### src/rtl/io_input_cond.sv
// Board switch/key conditioning: 2-FF sync, key polarity normalisation, per-bit
// counter debounce, and sticky key-press flags cleared by the core.
module io_input_cond #(
  parameter int N_SW            = 18,
  parameter int N_KEY           = 4,
  parameter int DEBOUNCE_CYCLES = 50000,
  parameter bit KEY_ACTIVE_LOW  = 1'b1
) (
  input  logic             clk_i,
  input  logic             rst_ni,
  input  logic [N_SW-1:0]  sw_raw_i,
  input  logic [N_KEY-1:0] key_raw_i,
  input  logic [N_KEY-1:0] key_ack_i,
  output logic [31:0]      io_sw_o,
  output logic [31:0]      io_key_o,
  output logic             key_irq_o
);

  localparam int NB = N_SW + N_KEY;
  localparam int CW = $clog2(DEBOUNCE_CYCLES);
  localparam logic [CW-1:0] CNT_MAX = CW'(DEBOUNCE_CYCLES - 1);
  // Keys sit in the upper bits; their sync FFs reset to the released pin level.
  localparam logic [NB-1:0] KEY_POL = {{N_KEY{KEY_ACTIVE_LOW}}, {N_SW{1'b0}}};

  logic [NB-1:0]    s1_q, s2_q, db_q, db_d, lvl;
  logic [CW-1:0]    cnt_q [NB];
  logic [CW-1:0]    cnt_d [NB];
  logic [N_KEY-1:0] flag_q, flag_d, rise;
  logic             irq_q;

  assign lvl = s2_q ^ KEY_POL;

  always_comb begin
    db_d = db_q;
    for (int i = 0; i < NB; i++) begin
      cnt_d[i] = cnt_q[i];
      if (lvl[i] == db_q[i]) begin
        cnt_d[i] = '0;
      end else if (cnt_q[i] == CNT_MAX) begin
        db_d[i]  = lvl[i];
        cnt_d[i] = '0;
      end else begin
        cnt_d[i] = cnt_q[i] + 1'b1;
      end
    end
    rise   = db_d[NB-1:N_SW] & ~db_q[NB-1:N_SW];
    // A new press outranks a same-cycle ack so no press is lost.
    flag_d = rise | (flag_q & ~key_ack_i);
  end

  always_ff @(posedge clk_i or negedge rst_ni) begin
    if (!rst_ni) begin
      s1_q   <= KEY_POL;
      s2_q   <= KEY_POL;
      db_q   <= '0;
      flag_q <= '0;
      irq_q  <= 1'b0;
      for (int i = 0; i < NB; i++) cnt_q[i] <= '0;
    end else begin
      s1_q   <= {key_raw_i, sw_raw_i};
      s2_q   <= s1_q;
      db_q   <= db_d;
      flag_q <= flag_d;
      irq_q  <= |flag_d;
      for (int i = 0; i < NB; i++) cnt_q[i] <= cnt_d[i];
    end
  end

  always_comb begin
    io_sw_o             = '0;
    io_sw_o[N_SW-1:0]   = db_q[N_SW-1:0];
    io_key_o            = '0;
    io_key_o[16+:N_KEY] = flag_q;
    io_key_o[0+:N_KEY]  = db_q[NB-1:N_SW];
  end

  assign key_irq_o = irq_q;

endmodule
### config.mk
export PLATFORM = sky130hd
export DESIGN_NAME = io_input_cond
export DESIGN_NICKNAME = d
export VERILOG_FILES = /design/src/rtl/io_input_cond.sv
export SDC_FILE = /design/constraint.sdc
export NUM_CORES = 1
export LEC_CHECK = 0
export CAP_MARGIN = 0
export CORE_ASPECT_RATIO = 1.1
export CORE_MARGIN = 4
export CORE_UTILIZATION = 45
export CTS_CLUSTER_SIZE = 25
export DETAILED_ROUTE_END_ITERATION = 10
export HOLD_SLACK_MARGIN = 0.06
export PLACE_DENSITY_LB_ADDON = 0.2
export SLEW_MARGIN = 20
export SYNTH_ARGS = -nofsm -noshare
export SYNTH_HDL_FRONTEND = slang
export SYNTH_SLANG_ARGS = --single-unit
export TNS_END_PERCENT = 10
### constraint.sdc
create_clock -name clk_i -period 2.1 [get_ports clk_i]
set_input_delay 0.315 -clock clk_i [delete_from_list [all_inputs] [get_ports clk_i]]
set_output_delay 0.315 -clock clk_i [all_outputs]
set_load 0.1 [all_outputs]
==> flow_summary.ini <==
[floorplan]
ios = 93
coreArea_sq_mm = 0.0433
dieArea_sq_mm = 0.0472
core.rowCount = 80
dieWidth_microns = 207
start_util = 0.454
chipHeight_microns = 227

[sta]
final-setup-viol-count = 0
tns_ps = 0
fmax_mhz = 550
slew_headroom = 0.650
fin_skew_ps = 9.37
period_minus_slack_ps = 1820
worst_pin_slew_ps = 523
hold_viol_final = 0
drv_slew = 0
fin_hold_ws_ps = 149
grt_setup_unrepaired = no
min_period_over_period = 0.866

[power_and_ir_drop]
p_seq_frac = 0.480
irDropWorstVdd_uv = 680
p_int_w = 0.0136
combPwrFrac = 0.047
pwr-share-clk = 0.474
power_leakage_nw = 9.45
netSwitchingPower_w = 0.00399
power.density_mw_per_mm2 = 785
swShare = 0.227

[grt]
grt.overflow.total = 0
grt_max_degree = 77
grt_pass1_vias = 13400
antenna_found_initial = 0
track_usage = 0.152
grt_pass1_wl_microns = 62400

[setup_path]
path_buf_inv = 0
crit_path_start_kind = flop
crit_fanout = 15
r2r_cells = 4
regToRegSetupSlack_ps = 280
critical-path-max-stage-delay_ps = 440
critPathCaptureType = flop
cp-startpoint = cnt_q[282]
arrival_ps = 2270
reg2reg_to = cnt_q[287]
worstPathCellList = nor4b_1 > nand4_1 > nand2_1 > o21ba_2
cp.required_ps = 2550
cp_slowest_cell = nand2_1
r2r-start = cnt_q[282]
cp_top_family = simple AND/OR/NAND/NOR gates
crit_type = reg2reg

[clock_tree]
cts_sinks = 423
cts_resized = 0
clkTransAtPathRegs_ps = 60
clk_path_buf_depth = 3
post_cts_buffers = 0
cts-buffers-inserted = 47
cts_tree = built
htree_levels = 2
clk_latency_ps = 570
clockRootBuffer = clkbuf_16
cts_hold_buffers = 1

[worst_hold_path]
hp-class = in2reg
min_to = s1_q[20]
hold_path_depth = 1
hold_start = key_raw_i[2]

[yosys]
synth_ff_type = dfrtp_1
synthDominantCellAreaShare = 0.527
synth_top_cells_by_area = dfrtp_1, xnor2_1, xor2_1
netlist_area_sq_mm = 0.0197
yosysWarnings = 0
synth_seq_area_share = 0.538
yosys_register_bits = 423
netlist_instances = 1898
synth-edff-count = 0
synth_top_cell_by_area = dfrtp_1
synthArstFlopShare = 1.00
yosysUniqueCellTypes = 33
synthTopCellsByCount = dfrtp_1, nor2_1, xnor2_1, xor2_1, nand4_1
synth_area_per_cell_sq_um = 10.4
yosys.cell_count.top_type = dfrtp_1

[placement]
io_buffers = 54
globalplace.congestion = 0.802
hpwl_microns = 23700

[drt]
first_pass_iters = 5
routed-via-count = 13800
drtIter0Drc = 708
drtAntennaViolNets = 0
drcViolationCount = 0
wl_microns = 35900
viasPerCell = 5.34
wl_per_cell_microns = 13.9

[finish]
diodes = 0
final.fill_count = 3879
syn2layout_area_growth_pct = 13.5
final_nets = 2020
drive_gt1_frac = 0.0784

[run]
cap_viol_max_count = 0

[status]
outcome = complete, no violations
## registers in the layout, summed over array words and instances (netlist names)
register   flops
cnt_q        352
db_q          22
flag_q         4
key_irq_o      1
s1_q          22
s2_q          22
## per-layer routing
| metal | vias up | track usage | wire [microns] |
|---|---|---|---|
| li1 | 6775 | - | - |
| met2 | 168 | 0.256 | 17200 |
| met1 | 6762 | 0.201 | 16700 |
| met4 | 0 | 0.0486 | 726 |
| met3 | 51 | 0.0292 | 1390 |
| met5 | - | 0 | 0 |
## final cells by class
class	instances	area, sq um	area share
sequential	423	10600	0.474
clock inverter	14	178	0.00795
timing repair buffer	78	723	0.0323
tap	574	718	0.0321
clock buffer	68	1400	0.0625
multi-input combinational	1409	8700	0.389
inverter	11	41.3	0.00185
## how the worst max path moves through the flow
stage,endpoint,slack [ps],cells after the start
6_report,cnt_q[287],280,4
2_1_floorplan,key_irq_o,300,2
3_3_place_gp,cnt_q[30],320,4
5_1_grt,cnt_q[287],70,4
3_5_place_dp,cnt_q[41],300,5
4_1_cts,cnt_q[41],280,5
## layout by cell type (no fill, tap or decap), types with 5 or more instances in the layout
master           instances
nand3_1                106
or3_1                   24
inv_1                   11
nor3_1                  46
or4_1                   21
xor2_1                 138
nand4_1                137
buf_12                   5
dfrtp_1                415
clkdlybuf4s50_1         26
ha_1                    22
and3_1                  82
mux2_2                  18
nor4b_1                 22
buf_4                   45
nor2_1                 311
nor4_1                  29
conb_1                  38
dfstp_2                  8
clkbuf_1                 9
nand2_1                102
nor4bb_1                44
clkinv_2                 7
o31ai_1                 20
xnor2_1                148
clkbuf_16               49
a21oi_1                 43
and4_1                  19
o21ai_0                 27
clkbuf_8                10
## logic make-up after synthesis
logic type,Yosys count,synth area share
AND/OR/NAND/NOR,949,0.255
flip-flops,423,0.538
XOR/XNOR,286,0.127
buffers and inverters,103,0.0269
AO/OA/AOI/OAI,96,0.0281
adder cells (fa/ha/maj),22,0.0140
multiplexers,18,0.0103
other,1,0.000190
## power groups by stage
stage                     clock [W]  sequential, W  combinational (W)
after detailed placement          0        0.00857           0.000837
final                       0.00832        0.00843           0.000817
after floorplan                   0        0.00854           0.000584
after CTS                   0.00864        0.00843           0.000843
after global placement            0        0.00856           0.000826
after global routing        0.00899        0.00844           0.000913
## per-stage QoR
stage	area (sq um)	utilization	power, W	setup WS, ps	std cells
6_report	22400	0.516	0.0176	282	2577
2_1_floorplan	19800	-	0.00913	304	1935
3_3_place_gp	20800	0.479	0.00939	322	2494
3_5_place_dp	20800	0.479	0.00941	301	2494
5_1_grt	22400	0.516	0.0183	70.4	2577
4_1_cts	22400	0.516	0.0179	277	2577
No activity file was read; power rests on OpenSTA's default activity.
